[config.mk]
export PLATFORM = sky130hd
export DESIGN_NAME = team_06_reverb_multitap
export DESIGN_NICKNAME = d
export VERILOG_FILES = /design/src/rtl/team_06_reverb_pkg.sv /design/src/rtl/team_06_reverb_multitap_tap_scaler.sv /design/src/rtl/team_06_reverb_multitap.sv
export SDC_FILE = /design/constraint.sdc
export NUM_CORES = 1
export LEC_CHECK = 0
export ABC_AREA = 1
export CORE_UTILIZATION = 40
export CTS_CLUSTER_DIAMETER = 150
export DETAILED_ROUTE_END_ITERATION = 8
export PLACE_DENSITY = 0.73
export SKIP_LAST_GASP = 1
export SYNTH_ARGS = -nofsm -noshare
export SYNTH_HDL_FRONTEND = slang
export SYNTH_SLANG_ARGS = --single-unit
[constraint.sdc]
create_clock -name clk -period 3.1 [get_ports clk]
set_clock_uncertainty 0.1 [all_clocks]
set_input_delay 0.465 -clock clk [delete_from_list [all_inputs] [get_ports clk]]
set_output_delay 0.465 -clock clk [all_outputs]
set_load 0.01 [all_outputs]
[src/rtl/team_06_reverb_pkg.sv]
// Shared types, default widths and the output saturation helper for the multitap reverb.
package team_06_reverb_pkg;

  typedef enum logic [1:0] {
    IDLE  = 2'd0,
    FETCH = 2'd1,
    MIX   = 2'd2,
    OUT   = 2'd3
  } state_e;

  localparam int unsigned DEF_DATA_W   = 8;
  localparam int unsigned DEF_ADDR_W   = 13;
  localparam int unsigned DEF_NUM_TAPS = 2;
  localparam int unsigned DEF_SHIFT_W  = 3;
  localparam int unsigned DEF_TIMEOUT  = 16;

  // Floor-halve the accumulator and clamp to the largest data_w-bit sample.
  function automatic logic [31:0] sat_half(input logic [31:0] acc, input int unsigned data_w);
    logic [31:0] half;
    logic [31:0] lim;
    half = acc >> 1;
    lim  = (32'd1 << data_w) - 32'd1;
    return (half > lim) ? lim : half;
  endfunction

endpackage

[src/rtl/team_06_reverb_multitap_tap_scaler.sv]
// Combinational per-tap attenuation: the fetched past sample right-shifted by its tap shift.
module team_06_tap_scaler
  import team_06_reverb_pkg::*;
#(
  parameter int unsigned DATA_W  = DEF_DATA_W,
  parameter int unsigned SHIFT_W = DEF_SHIFT_W
) (
  input  logic [DATA_W-1:0]  past_i,
  input  logic [SHIFT_W-1:0] shift_i,
  output logic [DATA_W-1:0]  scaled_o
);

  assign scaled_o = past_i >> shift_i;

endmodule

[src/rtl/team_06_reverb_multitap.sv]
// Multitap reverb mixer: dry sample plus NUM_TAPS attenuated memory taps, halved and saturated.
// Optional read timeout per tap enabled by defining TEAM_06_REVERB_TIMEOUT_EN.
module team_06_reverb_multitap
  import team_06_reverb_pkg::*;
#(
  parameter int unsigned DATA_W   = DEF_DATA_W,
  parameter int unsigned ADDR_W   = DEF_ADDR_W,
  parameter int unsigned NUM_TAPS = DEF_NUM_TAPS,
  parameter int unsigned SHIFT_W  = DEF_SHIFT_W
`ifdef TEAM_06_REVERB_TIMEOUT_EN
  , parameter int unsigned TIMEOUT = DEF_TIMEOUT
`endif
) (
  input  logic                         clk,
  input  logic                         rst,
  input  logic                         reverb_enable,
  input  logic                         sample_valid,
  input  logic [DATA_W-1:0]            audio_in,
  input  logic [NUM_TAPS*ADDR_W-1:0]   tap_delay,
  input  logic [NUM_TAPS*SHIFT_W-1:0]  tap_shift,
  input  logic [DATA_W-1:0]            past_output,
  input  logic                         past_valid,
  output logic                         r_search,
  output logic [ADDR_W-1:0]            r_offset,
  output logic [DATA_W-1:0]            reverb_out,
  output logic                         out_valid,
  output logic [DATA_W-1:0]            save_audio,
  output logic                         save_valid,
  output logic                         busy,
  output logic                         overrun
`ifdef TEAM_06_REVERB_TIMEOUT_EN
  , output logic                       timeout_err
`endif
);

  localparam int unsigned ACC_W = DATA_W + $clog2(NUM_TAPS + 1);
  localparam int unsigned IDX_W = (NUM_TAPS > 1) ? $clog2(NUM_TAPS) : 1;
  localparam logic [IDX_W-1:0] LAST_IDX = IDX_W'(NUM_TAPS - 1);

  state_e             state_q;
  logic [ACC_W-1:0]   acc_q, acc_d;
  logic [IDX_W-1:0]   idx_q, idx_d;
  logic               r_search_q;
  logic [ADDR_W-1:0]  r_offset_q, r_offset_d;
  logic [DATA_W-1:0]  reverb_q, mix_d;
  logic [DATA_W-1:0]  save_q;
  logic               out_valid_q, save_valid_q, overrun_q;
  logic [SHIFT_W-1:0] shift_sel;
  logic [DATA_W-1:0]  scaled;
  logic               tap_done;

`ifdef TEAM_06_REVERB_TIMEOUT_EN
  localparam int unsigned TMO_W = $clog2(TIMEOUT + 1);
  logic [TMO_W-1:0] tmo_q;
  logic             tmo_hit;
  logic             timeout_err_q;
  assign tmo_hit     = !past_valid && (tmo_q == TMO_W'(TIMEOUT - 1));
  assign timeout_err = timeout_err_q;
`endif

  team_06_tap_scaler #(
    .DATA_W  (DATA_W),
    .SHIFT_W (SHIFT_W)
  ) u_scaler (
    .past_i   (past_output),
    .shift_i  (shift_sel),
    .scaled_o (scaled)
  );

  always_comb begin
    shift_sel  = tap_shift[idx_q*SHIFT_W +: SHIFT_W];
    idx_d      = (idx_q == LAST_IDX) ? '0 : idx_q + 1'b1;
    r_offset_d = tap_delay[idx_d*ADDR_W +: ADDR_W];
    mix_d      = DATA_W'(sat_half(32'(acc_q), DATA_W));
`ifdef TEAM_06_REVERB_TIMEOUT_EN
    // A timed-out tap advances the FSM but adds nothing to the mix.
    tap_done = past_valid | tmo_hit;
    acc_d    = acc_q + (past_valid ? ACC_W'(scaled) : '0);
`else
    tap_done = past_valid;
    acc_d    = acc_q + ACC_W'(scaled);
`endif
  end

  always_ff @(posedge clk or posedge rst) begin
    if (rst) begin
      state_q      <= IDLE;
      acc_q        <= '0;
      idx_q        <= '0;
      r_search_q   <= 1'b0;
      r_offset_q   <= '0;
      reverb_q     <= '0;
      save_q       <= '0;
      out_valid_q  <= 1'b0;
      save_valid_q <= 1'b0;
      overrun_q    <= 1'b0;
`ifdef TEAM_06_REVERB_TIMEOUT_EN
      tmo_q         <= '0;
      timeout_err_q <= 1'b0;
`endif
    end else begin
      if (sample_valid && state_q != IDLE) overrun_q <= 1'b1;
      case (state_q)
        IDLE: begin
          if (sample_valid) begin
            if (reverb_enable) begin
              acc_q      <= ACC_W'(audio_in);
              idx_q      <= '0;
              r_search_q <= 1'b1;
              r_offset_q <= tap_delay[ADDR_W-1:0];
`ifdef TEAM_06_REVERB_TIMEOUT_EN
              tmo_q      <= '0;
`endif
              state_q    <= FETCH;
            end else begin
              reverb_q     <= audio_in;
              save_q       <= audio_in;
              out_valid_q  <= 1'b1;
              save_valid_q <= 1'b1;
              state_q      <= OUT;
            end
          end
        end
        FETCH: begin
          if (tap_done) begin
            acc_q <= acc_d;
`ifdef TEAM_06_REVERB_TIMEOUT_EN
            tmo_q <= '0;
            if (tmo_hit) timeout_err_q <= 1'b1;
`endif
            if (idx_q == LAST_IDX) begin
              r_search_q <= 1'b0;
              state_q    <= MIX;
            end else begin
              idx_q      <= idx_d;
              r_offset_q <= r_offset_d;
            end
          end
`ifdef TEAM_06_REVERB_TIMEOUT_EN
          else begin
            tmo_q <= tmo_q + 1'b1;
          end
`endif
        end
        MIX: begin
          reverb_q     <= mix_d;
          save_q       <= mix_d;
          out_valid_q  <= 1'b1;
          save_valid_q <= 1'b1;
          state_q      <= OUT;
        end
        OUT: begin
          out_valid_q  <= 1'b0;
          save_valid_q <= 1'b0;
          state_q      <= IDLE;
        end
        default: state_q <= IDLE;
      endcase
    end
  end

  assign r_search   = r_search_q;
  assign r_offset   = r_offset_q;
  assign reverb_out = reverb_q;
  assign save_audio = save_q;
  assign out_valid  = out_valid_q;
  assign save_valid = save_valid_q;
  assign overrun    = overrun_q;
  assign busy       = (state_q != IDLE);

endmodule

==> flow_metrics.tcl <==
set metrics [dict create \
    status "finished, final reports clean" \
    area_delta_synth_final_pct 37.7 \
    cts.clk_slew.worst_paths_ps 70 \
    syn_nets 429 \
    vias 2517 \
    cts_root_buffer "clkbuf_8" \
    synth_largest_area_cell "dfrtp_1" \
    post_cts_buffers 0 \
    synth_top_family_by_area "simple AND/OR/NAND/NOR gates" \
    start_util 0.422 \
    tightestPinTransition_ps 594 \
    hold_ws_ps 354 \
    synth_fa_ha_area_frac 0.0665 \
    wire_per_inst_um 11.5 \
    power_mw 3.44 \
    drtIter0Drc 140 \
    wl_met1_um 2790 \
    yosys-mux-area-fraction 0 \
    arrival_ps 2840 \
    antenna_cells 0 \
    worstSetupPathType "in -> reg" \
    setup_tns_ps 0 \
    drc_errors 0 \
    routed_via_density 4.83 \
    fin_ws_ps 330 \
    grt_max_degree 38 \
    finalMaxSlewViolations 0 \
    wl_met3_um 298 \
    overflow 0 \
    layout.nets 513 \
    first_pass_iters 4 \
    period_share 0.894 \
    io_buffer_count 86 \
    cts.sinks 37 \
    grt_pass1_wl_um 9850 \
    yosys_most_used_dff "dfrtp_1" \
    row_count 28 \
    drive_gt1_frac 0.0695 \
    dp.cells 515 \
    critPathCaptureType "register" \
    synth_area_leaders "dfrtp_1 (36%), nand2_1 (20%), ha_1 (5.9%)" \
    ios 87 \
    final_area_mm2 0.00353 \
    synthXorXnorAreaFrac 0.0103 \
    synth_area_mm2 0.00256 \
    synthDistinctLibCells 35 \
    final_common_cell "nand2_1" \
    synthesis.yosys.warnings 0 \
    grt_use_total 0.187 \
    setup_violations 0 \
    max-slew-margin-rel 0.603 \
    ys_async_sr_fraction 1.00 \
    clk_latency_ps 280 \
    wirelength_um 5970 \
    grt_setup_unrepaired "false" \
    ctsHoldBuffers 0 \
    place.gp.congestion 0.874 \
    met2WireLength_um 2810 \
    highest_layer "met4" \
    die_height_um 82 \
    postSynthAreaPerCell_um2 7.05 \
    grt_pass1_vias 2212 \
    die_w_um 82 \
    syn_inst 363 \
    synthSimpleGateAreaFrac 0.286 \
    synth_compound_area_frac 0.162 \
    hold_viol_final 0 \
    ant_nets 0 \
    dpl_cell_area_mm2 0.00345 \
    max_freq_ghz 0.361 \
    cts_resized 0 \
    core_area_mm2 0.00606 \
    cts_buffer_depth 2 \
    required_ps 3170 \
    dpl.hpwl_um 4840 \
    cp_max_fo 8 \
    hold_path.class "reg -> reg" \
    final_cell_mix "nand2_1 (135), clkdlybuf4s50_1 (86), inv_1 (36), dfrtp_1 (36), o21ai_0 (25)" \
    final_cells 521 \
    fin_crit_ps 2770 \
    ys_seq_elements 37 \
    synth_edf_count 0 \
    grt_antenna_before_repair 0 \
    cap_violations 0 \
    critPathLaunchType "primary input" \
    numCtsBuffers 5 \
    pwr_density_cell_mw_per_mm2 977 \
    pre_cts_ws_ps 16.5 \
    vdd_ir_drop_max_mv 0.521 \
    h-tree-depth 2 \
    synth_top_area_share 0.362 \
    seq_area_frac_synth 0.362 \
    final_util 0.582 \
    cts_tree "yes" \
    leakage_nw 1.71 \
    die_area_mm2 0.00672 \
]
-- worst paths after layout --
kind                              start      endpoint  slack (ps)  cells past startpoint
setup reg to reg                  idx_q      acc_q[8]         400                     17
max in group asynchronous           rst         idx_q        2060                      3
min in group asynchronous           rst  r_offset[11]         490                      3
setup / recovery           tap_shift[3]      acc_q[8]         330                     17
hold reg to reg                 overrun       overrun         350                      1
hold / removal                  overrun       overrun         350                      1
-- sequential cells by signal (all words and copies together) (netlist names) --
name,flops
acc_q,10
overrun,1
save_valid,1
idx_q,1
r_offset,13
state_q,2
save_audio,8
r_search,1
-- cells by family (layout without fill, tap and decap cells) --
| kind of cell | Yosys count | after routing |
|---|---|---|
| simple gates | 180 | 180 |
| compound gates | 70 | 70 |
| buf+inv | 60 | 143 |
| flops | 37 | 37 |
| fa+ha+maj | 13 | 13 |
| xor+xnor | 3 | 3 |
-- power by group --
part           total, mW  switching [mW]  internal, mW
Sequential         0.898           0.176         0.721
Clock              0.294           0.146         0.147
Combinational       2.25            1.22          1.03
-- per-layer routing --
layer  track usage  up-vias
li1              -     1326
met1         0.254     1115
met2         0.304       70
met3        0.0322        6
met4        0.0526        0
met5             0        -
-- area by class of cell --
class | instances | area, um^2
clock inverters | 1 | 5.00
inverters | 42 | 160
well taps | 75 | 93.8
flip-flops and latches | 37 | 927
fillers | 583 | 2530
repair buffers | 95 | 928
multi-input cells | 266 | 1340
clock buffers | 5 | 68.8
-- Yosys cell counts (2+ instances only) --
master,count
o22ai_1,9
inv_2,5
xor2_1,2
inv_1,36
nand2_1,135
a21o_1,2
ha_1,12
buf_4,12
a21oi_1,6
o21ai_2,2
o21ai_0,25
o211ai_1,4
buf_2,3
o21ai_1,16
buf_6,2
nor2_1,19
dfrtp_1,37
nand3_1,19
-- worst max-delay path, stage by stage --
cell             delay [ps]
clkdlybuf4s50_1         470
nand2_1                  50
nand2_1                 180
nand2_1                  70
o21ai_0                 100
o21ai_1                 100
o21ai_0                 160
ha_1                    190
inv_1                    50
fa_1                    370
o21ai_0                 170
buf_4                   140
nand2_1                  40
nand2_1                  80
nand3_1                  70
nand2_1                  70
nor2_1                   40
Note: power is estimated with default switching activity, not from simulation.
